--- src/rtl/accessory_input_sequencer.sv ---
// PL19 accessory input sequencer: character FIFO feeding an MSB-first serializer.
// Optional build macro ACC_STOP_CODE_EN enables stop-code detection and the stop_seen pulse.
module accessory_input_sequencer #(
    parameter int                CHAR_W    = 5,
    parameter int                DEPTH     = 16,
    parameter logic [CHAR_W-1:0] STOP_CODE = CHAR_W'(5'b10000)
) (
    input  logic                     CLOCK,
    input  logic                     rst,
    input  logic                     char_valid,
    input  logic [CHAR_W-1:0]        char_data,
    output logic                     char_ready,
    input  logic                     flush,
    input  logic                     PL19_START_INPUT,
    input  logic                     PL19_STOP_INPUT,
    input  logic                     PL19_SHIFT_CMD_M20,
    output logic                     PL19_INPUT,
    output logic                     active,
    output logic [$clog2(DEPTH):0]   fifo_count,
    output logic                     underrun,
    input  logic                     underrun_clr,
    output logic                     stop_seen
);

    localparam int             AW       = $clog2(DEPTH);
    localparam int             BW       = (CHAR_W > 1) ? $clog2(CHAR_W) : 1;
    localparam logic [BW-1:0]  LAST_BIT = BW'(CHAR_W - 1);

    typedef enum logic [1:0] {IDLE, ARMED, SHIFT} state_t;

    state_t             state, state_n;
    logic [CHAR_W-1:0]  shreg, shreg_n;
    logic [BW-1:0]      bitcnt, bitcnt_n;
    logic               pop;
    logic               underrun_set;

    logic [CHAR_W-1:0]  mem [DEPTH];
    logic [AW:0]        wr_ptr, rd_ptr;
    logic               full, empty, push;
    logic [CHAR_W-1:0]  head;

    // Pointers carry one extra wrap bit so full and empty are distinguishable.
    assign empty      = (wr_ptr == rd_ptr);
    assign full       = ((wr_ptr ^ rd_ptr) == {1'b1, {AW{1'b0}}});
    assign char_ready = ~full;
    assign push       = char_valid & ~full;
    assign fifo_count = wr_ptr - rd_ptr;
    assign head       = mem[rd_ptr[AW-1:0]];

    always_ff @(posedge CLOCK) begin
        if (push) begin
            mem[wr_ptr[AW-1:0]] <= char_data;
        end
    end

    always_ff @(posedge CLOCK) begin
        if (rst || flush) begin
            wr_ptr <= '0;
            rd_ptr <= '0;
        end else begin
            if (push) wr_ptr <= wr_ptr + 1'b1;
            if (pop)  rd_ptr <= rd_ptr + 1'b1;
        end
    end

`ifdef ACC_STOP_CODE_EN
    logic [CHAR_W-1:0] cur_char, cur_char_n;
    logic              stop_hit;
    logic              stop_q;

    always_ff @(posedge CLOCK) begin
        if (rst) begin
            cur_char <= '0;
            stop_q   <= 1'b0;
        end else begin
            cur_char <= cur_char_n;
            stop_q   <= stop_hit;
        end
    end

    assign stop_seen = stop_q;
`else
    logic unused_stop_code;
    assign unused_stop_code = ^STOP_CODE;
    assign stop_seen        = 1'b0;
`endif

    always_ff @(posedge CLOCK) begin
        if (rst) begin
            state  <= IDLE;
            shreg  <= '0;
            bitcnt <= '0;
        end else begin
            state  <= state_n;
            shreg  <= shreg_n;
            bitcnt <= bitcnt_n;
        end
    end

    always_comb begin
        state_n      = state;
        shreg_n      = shreg;
        bitcnt_n     = bitcnt;
        pop          = 1'b0;
        underrun_set = 1'b0;
`ifdef ACC_STOP_CODE_EN
        cur_char_n   = cur_char;
        stop_hit     = 1'b0;
`endif
        if (PL19_STOP_INPUT) begin
            state_n  = IDLE;
            shreg_n  = '0;
            bitcnt_n = '0;
        end else begin
            unique case (state)
                IDLE: begin
                    if (PL19_START_INPUT) state_n = ARMED;
                end
                ARMED: begin
                    // An ARMED slot always delivers 0, even when a load happens on the same edge.
                    if (PL19_SHIFT_CMD_M20) underrun_set = 1'b1;
                    if (!empty) begin
                        pop      = 1'b1;
                        shreg_n  = head;
                        bitcnt_n = '0;
                        state_n  = SHIFT;
`ifdef ACC_STOP_CODE_EN
                        cur_char_n = head;
`endif
                    end
                end
                SHIFT: begin
                    if (PL19_SHIFT_CMD_M20) begin
                        shreg_n  = shreg << 1;
                        bitcnt_n = bitcnt + 1'b1;
                        if (bitcnt == LAST_BIT) begin
                            bitcnt_n = '0;
`ifdef ACC_STOP_CODE_EN
                            if (cur_char == STOP_CODE) begin
                                state_n  = IDLE;
                                shreg_n  = '0;
                                stop_hit = 1'b1;
                            end else
`endif
                            if (!empty) begin
                                pop     = 1'b1;
                                shreg_n = head;
`ifdef ACC_STOP_CODE_EN
                                cur_char_n = head;
`endif
                            end else begin
                                state_n = ARMED;
                            end
                        end
                    end
                end
                default: state_n = IDLE;
            endcase
        end
    end

    always_ff @(posedge CLOCK) begin
        if (rst) begin
            underrun <= 1'b0;
        end else if (underrun_set) begin
            underrun <= 1'b1;
        end else if (underrun_clr) begin
            underrun <= 1'b0;
        end
    end

    assign PL19_INPUT = (state == SHIFT) ? shreg[CHAR_W-1] : 1'b0;
    assign active     = (state != IDLE);

endmodule

--- config.mk ---
export PLATFORM = sky130hd
export DESIGN_NAME = accessory_input_sequencer
export DESIGN_NICKNAME = d
export VERILOG_FILES = /design/src/rtl/accessory_input_sequencer.sv
export SDC_FILE = /design/constraint.sdc
export NUM_CORES = 1
export LEC_CHECK = 0
export CORE_MARGIN = 2
export CORE_UTILIZATION = 64
export DETAILED_ROUTE_END_ITERATION = 6
export PLACE_DENSITY = 0.84
export SLEW_MARGIN = 20
export SYNTH_ARGS = -nofsm -noshare
export SYNTH_HDL_FRONTEND = slang
export SYNTH_SLANG_ARGS = --single-unit
--- constraint.sdc ---
create_clock -name CLOCK -period 5.3 [get_ports CLOCK]
set_clock_uncertainty 0.1 [all_clocks]
set_input_delay 1.06 -clock CLOCK [delete_from_list [all_inputs] [get_ports CLOCK]]
set_output_delay 1.06 -clock CLOCK [all_outputs]
set_load 0.01 [all_outputs]
==> flow_summary.json <==
{
  "status": "complete, no violations",
  "cts_root_buffer": "clkbuf_8",
  "netlist_instances": 312,
  "rows": 30,
  "fin_tns_setup_ps": 0,
  "routedWlPerCell_um": 18.3,
  "period_share": 0.701,
  "synthesis.nets": 340,
  "critPathLaunchType": "flip-flop",
  "min-delay-start": "underrun",
  "finalWirelength_um": 7910,
  "finalCriticalPeriod_ps": 3710,
  "seq_area_frac_synth": 0.634,
  "cp.arrival_ps": 2550,
  "clock_latency_ps": 370,
  "cts_resized": 0,
  "r2r_start": "wr_ptr[2]",
  "top_layer": "met4",
  "worst_pin_slew_ps": 921,
  "met3_length_um": 503,
  "peakVddDrop_mv": 0.227,
  "nNetsFinal": 359,
  "finalSetupViolCount": 0,
  "crit_fanout": 5,
  "ys_ff_latch": 105,
  "max-clock-path-buffers": 2,
  "die_y_um": 88.6,
  "grt_pass1_vias": 2462,
  "antenna_found_initial": 0,
  "startpoint": "wr_ptr[0]",
  "drt_iter0_markers": 178,
  "place_hpwl_um": 5530,
  "cp-end-kind": "primary output",
  "cts_tree": "yes",
  "io_pins": 23,
  "max_cap_viol_count": 0,
  "final_cell_mix": "edfxtp_1 (80), nor2_1 (32), dfxtp_1 (25)",
  "synth_warnings": 0,
  "required_ps": 4140,
  "layout_commonest_cell": "edfxtp_1",
  "floorplan.initialDensity": 0.667,
  "synth-edff-count": 80,
  "grt_pass1_wl_um": 12500,
  "synthesis.area_um2": 4580,
  "place_ws_ps": 1980,
  "fin_ws_ps": 1590,
  "postCtsHoldBufs": 0,
  "p_per_area_nw_per_um2": 278,
  "grt_usage": 0.224,
  "max-slew-margin-rel": 0.385,
  "htreeDepth": 3,
  "avgSynthCellArea_um2": 14.7,
  "hold_violations": 0,
  "wl_met1_um": 3400,
  "slew_viol_final": 0,
  "vias": 2557,
  "cts_setup_buffers": 0,
  "async_flop_share": 0,
  "rsz0062_at_grt": "no",
  "grt.overflow.total": 0,
  "crit_type": "reg -> out",
  "ant_nets": 0,
  "netlist-cell-type-count": 47,
  "leakage_nw": 1.59,
  "cts.sinks": 105,
  "grt_max_degree": 22,
  "area_delta_synth_final_pct": 9.56,
  "core_area_um2": 6870,
  "dieArea_um2": 7850,
  "worstHoldPathType": "reg -> reg",
  "diodes": 0,
  "drive_gt1_frac": 0.116,
  "portBuffers": 21,
  "max_freq_mhz": 269,
  "synth_top_flop_cell": "edfxtp_1",
  "path_clk_slew_ps": 90,
  "dr.pass1.iters": 5,
  "fp.dieW_um": 88.6,
  "via_per_inst": 5.92,
  "route.detailed.drc": 0,
  "met2_length_um": 3850,
  "numCtsBuffers": 9,
  "place_congestion": 0.827
}
## per-stage QoR
step	total power, W	cell area [µm²]	util	std cells	hold WS (ps)
2_1_floorplan	0.000941	4580	-	312	349
3_3_place_gp	0.000967	4840	0.705	416	356
3_5_place_dp	0.000969	4840	0.705	416	369
4_1_cts	0.00140	5020	0.731	432	381
5_1_grt	0.00144	5020	0.731	432	406
6_report	0.00139	5020	0.731	432	375
## critical path, cell delays in order (launching register included)
cell and delay, ps:
dfxtp_1 420, inv_1 110, ha_1 240, fa_1 410
inv_1 70, a21o_1 110, a21oi_1 90, xnor2_1 170
clkdlybuf4s50_1 560
## cells in the mapped netlist, drive strengths merged, types with 2 or more instances
library cell  instances  area, µm²
nand2b                6       37.5
mux4                 20        469
nand2                13       48.8
a21oi                13       65.1
inv                  16       60.1
a21o                  2       15.0
a2111oi               4       35.0
clkbuf                4       15.0
or2                   3       18.8
edfxtp               80       2400
nor2                 32        120
or3                   4       25.0
dfxtp                25        500
and2                  2       12.5
nor3                  5       25.0
mux2i                 4       40.0
ha                   14        175
nand3                 5       30.0
buf                  10       61.3
xor2                  4       35.0
o21ai                 2       10.0
a211oi                5       37.5
nor2b                 2       12.5
xnor2                 8       70.1
a41oi                 4       35.0
nand4                 5       31.3
a22o                  6       52.6
## state kept, by name, summed over array words and instances, names as in the netlist, named ones only
name,cells
shreg,5
wr_ptr,5
bitcnt,3
mem,80
underrun,1
rd_ptr,5
state,2
## per-layer routing
| layer | GRT usage | vias up |
|---|---|---|
| met1 | 0.299 | 1234 |
| met2 | 0.364 | 90 |
| met3 | 0.0485 | 14 |
| li1 | - | 1219 |
| met5 | 0 | - |
| met4 | 0.0950 | 0 |
## power by group
group,total (W),leakage (nW),switching [W],internal [W]
clock network,0.000443,0.0852,0.000269,0.000174
registers,0.000891,0.924,0.00000223,0.000889
logic,0.0000588,0.576,0.0000355,0.0000233
total,0.00139,1.59,0.000307,0.00109
## final timing paths
path / depth (start not counted) / endpoint / slack [ps]
max: 8 / fifo_count[4] / 1590
min: 2 / underrun / 380
max reg2reg: 5 / mem[2][2] / 2430
min reg2reg: 2 / underrun / 380
## logic make-up (layout without fill, tap and decap cells)
| logic type | Yosys count | after routing | synth area share |
|---|---|---|---|
| DFF | 105 | 105 | 0.634 |
| and+or+nand+nor | 82 | 82 | 0.0885 |
| AOI/OAI and AO/OA | 42 | 42 | 0.0680 |
| buffers and inverters | 30 | 54 | 0.0298 |
| muxes | 25 | 25 | 0.114 |
| adders and majority gates | 15 | 15 | 0.0426 |
| xor gates and xnor gates | 12 | 12 | 0.0229 |
| other | 1 | 1 | 0.000819 |
## layout make-up
cell class              count  area, µm²
fillers                   434       1850
clock buffers               9        124
well taps                  96        120
multi-input cells         177       1540
repair buffers             22        218
flip-flops and latches    105       2900
inverters                  16       60.1
clock inverters             7       52.6
No activity file was read; power rests on OpenSTA's default activity.
==> RTL change 1, RTL diff (config.mk and constraints unchanged) <==
The parameter `DEPTH` goes from 16 to 32.
--- a/src/rtl/accessory_input_sequencer.sv
+++ b/src/rtl/accessory_input_sequencer.sv
@@ -2,7 +2,7 @@
 // Optional build macro ACC_STOP_CODE_EN enables stop-code detection and the stop_seen pulse.
 module accessory_input_sequencer #(
     parameter int                CHAR_W    = 5,
-    parameter int                DEPTH     = 16,
+    parameter int                DEPTH     = 32,
     parameter logic [CHAR_W-1:0] STOP_CODE = CHAR_W'(5'b10000)
 ) (
     input  logic                     CLOCK,
Ports: changed (resized fifo_count); port bits go from 23 to 24. No check against the original RTL was run, so the function may have changed too.
==> RTL change 1 against the unedited design <==
Non-clock buffer count up 3; count of clock-buffer cells in the layout grew 8; wire length grew 100%; sequential cell count up 83; global-route usage rose by 3.5 points; total power grew 110%; worst setup slack got worse by 100 ps; design area rose by 75%; synthesized area grew 74%; register-to-register slack got worse by 90 ps; critical path type unchanged; core utilization decreased by 0.072 points.
==> RTL change 1: results (changes against the unedited design) <==
- The run finished with clean final reports.
- The compound-gate portion of the synthesized area is 4.67% (-2.1 points).
- The final weighted congestion in routability-driven placement is 0.851 (+2.9%).
- The wire length of the first global-routing pass was 24400 µm (+95%).
- The first element of the critical path is rd_ptr[1]$_SDFFE_PP0P_.
- In this run the critical register-to-register path is launched from wr_ptr[0]$_SDFFE_PP0P_.
- The total number of H-tree levels is 4 (+1).
- The maximum number of pins on one net before global-route repair is 33 (+50%).
- The total number of vias is 4321 (+69%).
- The number of design-rule violations left by the first detailed-router iteration is 408 (+130%).
- The number of instances in the synthesized netlist is 486 (+56%).
- The met3 usage came to 5.75% (+0.90 points).
- The cell sitting at the root of the clock tree is a sky130_fd_sc_hd__clkbuf_16.
- After synthesis, the cell types taking the most area are sky130_fd_sc_hd__edfxtp_1 60%, sky130_fd_sc_hd__mux4_2 7.6%, sky130_fd_sc_hd__dfxtp_1 7.0%, sky130_fd_sc_hd__mux4_1 4.0%, sky130_fd_sc_hd__nor2_1 2.7%.
- The proportion of layout cells with a drive suffix above 1 is 15.0% (+3.4 points).
- The count of placed standard cells including taps is 656 (+58%).
- Ranked by instance count, the synthesized netlist is headed by 160 x sky130_fd_sc_hd__edfxtp_1, 58 x sky130_fd_sc_hd__nor2_1, 28 x sky130_fd_sc_hd__dfxtp_1, 27 x sky130_fd_sc_hd__mux4_2, 23 x sky130_fd_sc_hd__nand2_1.
- The clock-pin slew on the worst setup and hold paths is 70 ps (-20 ps).
- The count of nets after finishing came to 536 (+49%).
- The port buffer count is 22 (+4.8%).
- The ratio of routed vias to standard cells was 6.28 (+6.1%).
- The aggregate routed wire length is 16000 µm (+100%).
- The number of buffers created by CTS is 17 (+8).
- The proportion of synthesized area in mux cells was 13.4% (+2.0 points).
- The number of fill cells is 711 (+64%).
- The worst slew slack as a fraction of its limit was 32.4% (-6.1 points).
- In this run the worst setup path terminates at fifo_count[5].
- The largest vdd supply drop is 0.000306 V (+35%).
[RTL change 1: cell types whose count changed after synthesis, sizes merged, moves of 5 or more]
cell / change
buf: +7
edfxtp: +80
nor2: +26
mux2i: +8
nand2b: -5
inv: +5
a22o: -6
mux4: +19
o21ai: +5
nand2: +10
[RTL change 1: kinds of logic (layout without fill, tap and decap cells)]
group,Yosys count,after routing
flip-flops,188,188
AND/OR/NAND/NOR,122,122
multiplexers,53,53
AO/OA/AOI/OAI,48,48
buffers and inverters,44,78
adder cells (fa/ha/maj),16,16
XOR/XNOR,14,14
other,1,1
[RTL change 1: area by class of cell]
| class | count | area share (%) |
|---|---|---|
| clock buffer | 17 | 4.83 |
| clock inverter | 15 | 1.75 |
| inverter | 21 | 0.895 |
| multi-input combinational | 254 | 26.7 |
| sequential | 188 | 61.0 |
| tap | 168 | 2.39 |
| timing repair buffer | 25 | 2.47 |
[RTL change 1: report_power, final]
group | internal, mW | switching, mW
combinational | 0.0221 | 0.0497
clock | 0.731 | 0.518
sequential | 1.61 | 0.00240
==> RTL change 2, RTL diff (config.mk and constraints unchanged) <==
Without the edit above. Re-encode `state_t` (3 states) as one-hot, 3 bits wide.
--- a/src/rtl/accessory_input_sequencer.sv
+++ b/src/rtl/accessory_input_sequencer.sv
@@ -26,7 +26,7 @@
     localparam int             BW       = (CHAR_W > 1) ? $clog2(CHAR_W) : 1;
     localparam logic [BW-1:0]  LAST_BIT = BW'(CHAR_W - 1);
 
-    typedef enum logic [1:0] {IDLE, ARMED, SHIFT} state_t;
+    typedef enum logic [2:0] {IDLE = 3'b001, ARMED = 3'b010, SHIFT = 3'b100} state_t;
 
     state_t             state, state_n;
     logic [CHAR_W-1:0]  shreg, shreg_n;
Function: same outputs for any inputs over 10 cycles, from zero or initial values and one cycle with rst high; not proved beyond that.
==> RTL change 2 against the unedited design <==
First-iteration DRC count is 21% higher; design area fell by 0.50%; worst setup slack improved by 21 ps; wire length grew 12%; total power is 1.0% higher; synthesized area down 0.85%; critical path depth unchanged; sequential cell count grew 1; critical endpoint unchanged.
==> RTL change 2: results (changes against the unedited design) <==
- The run finished with clean final reports.
- The post-detailed-placement half-perimeter wirelength is 6040 µm (+9.1%).
- The count of cells along the worst register-to-register path is 5 (unchanged).
- The number of design-rule violations left by the first detailed-router iteration came to 216 (+21%).
- Yosys attributes the largest share of cell area to sky130_fd_sc_hd__edfxtp_1 53%, sky130_fd_sc_hd__dfxtp_1 11%, sky130_fd_sc_hd__mux4_2 9.9%, sky130_fd_sc_hd__nor2_1 3.1%, sky130_fd_sc_hd__ha_1 3.0%.
- The count of nets after finishing is 356 (-0.84%).
- The port buffer count is 21 (unchanged).
- The maximum fanout encountered on the critical timing path is 5 (unchanged).
- The commonest cells after synthesis are 80 x sky130_fd_sc_hd__edfxtp_1, 38 x sky130_fd_sc_hd__nor2_1, 26 x sky130_fd_sc_hd__dfxtp_1, 20 x sky130_fd_sc_hd__mux4_2, 14 x sky130_fd_sc_hd__nand2_1.
- The number of synthesis warnings is 0 (unchanged).
- The number of buffers added for setup after CTS was 0 (unchanged).
- The total number of H-tree levels is 3 (unchanged).
- The first element of the critical path is wr_ptr[0]$_SDFFE_PP0P_.
- The transition time at the pin with the least slew margin is 972 ps (+50.7 ps).
- The leakage dissipation was 1.58 nW (-0.66%).
- The overall track demand over capacity in global routing came to 24.7% (+2.3 points).
- The final weighted congestion in routability-driven placement is 0.876 (+6.0%).
- The proportion of layout cells with a drive suffix above 1 is 13.4% (+1.8 points).
- The maximum number of pins on one net before global-route repair came to 21 (-4.5%).
- The register area share after synthesis is 64.4% (+0.98 points).
- The number of fill cells came to 442 (+1.8%).
- The critical path data arrival time came to 2530 ps (-20 ps).
- The wire length of the first global-routing pass is 13700 µm (+9.3%).
- The number of buffers created by CTS was 9 (unchanged).
- The largest vdd supply drop was 0.000228 V (+0.66%).
- The worst flop-to-flop path startpoint is wr_ptr[2]$_SDFFE_PP0P_.
- The reg-to-reg setup timing slack is 2500 ps (+70 ps).
- The delay of the slowest cell on the worst path is 560 ps (about the same).
- The ratio of routed vias to standard cells is 6.21 (+4.8%).
- The timing endpoint of the critical path is fifo_count[4].
- The via count of the first global-routing pass was 2596 (+5.4%).
- The cell area reported after detailed placement was 4820 µm² (-0.54%).
- The buffer depth of the longest clock path is 2 (unchanged).
- The aggregate routed wire length is 8830 µm (+12%).
- The distinct cell type count after synthesis is 49 (+4.3%).
- The clock insertion delay at the later pin of the skew report is 370 ps (about the same).
- The total negative setup slack is 0 ps (unchanged).
- The net count after synthesis is 336 (-1.2%).
- The end of the worst register-to-register path is mem[3][3]$_DFFE_PP_.
- The slowest stage of the critical path is the sky130_fd_sc_hd__clkdlybuf4s50_1 cell.
- The iteration count of the initial detailed-routing pass came to 4 (-1).
[RTL change 2: cell type report]
type	count	share of cell area, %
clock buffer	9	2.48
tap	96	2.41
timing repair buffer	22	4.36
multi-input combinational	180	30.2
inverter	12	0.902
clock inverter	7	1.08
sequential	106	58.5
[RTL change 2: cells by family after synthesis]
family                     count (synthesis)  share of synthesized area [%]
AOI/OAI and AO/OA                         41                           6.61
muxes                                     25                           11.0
xor gates and xnor gates                  10                           2.09
and+or+nand+nor                           91                           9.97
other                                      1                         0.0826
buffers and inverters                     25                           2.40
adders and majority gates                 12                           3.47
DFF                                      106                           64.4
[RTL change 2: metal layers]
layer	share of wire [%]	up-vias	routed length [µm]	global-route usage (%)
li1	-	1216	-	-
met1	43	1338	3770	34.4
met2	50	116	4420	40.6
met3	5.8	11	508	3.82
met4	1.6	0	138	8.40
met5	0	-	0	0
[RTL change 2: stage by stage]
step	utilization (%)	std cells	setup slack, ps	hold slack [ps]	power (mW)
3_3_place_gp	70.5	416	2090	362	0.966
3_5_place_dp	70.5	416	2000	372	0.968
6_report	73.1	432	1610	381	1.41
5_1_grt	73.1	432	1480	424	1.44
4_1_cts	73.1	432	1590	388	1.41
2_1_floorplan	-	311	2620	368	0.941
[RTL change 2: worst max-delay path, delay by kind of cell (launching register included)]
family / cells / cell delay [ps]
XOR/XNOR: 1 / 170
buffers and inverters: 3 / 740
AO/OA/AOI/OAI: 2 / 180
flip-flops: 1 / 420
adder cells (fa/ha/maj): 2 / 640
[RTL change 2: worst min path at each step]
stage / from / end / slack [ps] / depth (start not counted)
floorplan: shreg[0]$_SDFFE_PP0P_ / shreg[0]$_SDFFE_PP0P_ / 370 / 1
detailed placement: underrun$_SDFFE_PP0P_ / underrun$_SDFFE_PP0P_ / 370 / 2
global placement: underrun$_SDFFE_PP0P_ / underrun$_SDFFE_PP0P_ / 360 / 2
finish: underrun$_SDFFE_PP0P_ / underrun$_SDFFE_PP0P_ / 380 / 2
global route: rd_ptr[3]$_SDFFE_PP0P_ / register / 420 / 2
CTS: underrun$_SDFFE_PP0P_ / underrun$_SDFFE_PP0P_ / 390 / 2
[RTL change 2: power breakdown]
part / internal (mW) / leakage (nW) / switching [mW] / total (mW)
clock: 0.175 / 0.0875 / 0.283 / 0.457
sequential: 0.896 / 0.932 / 0.00388 / 0.900
combinational: 0.0194 / 0.555 / 0.0300 / 0.0495
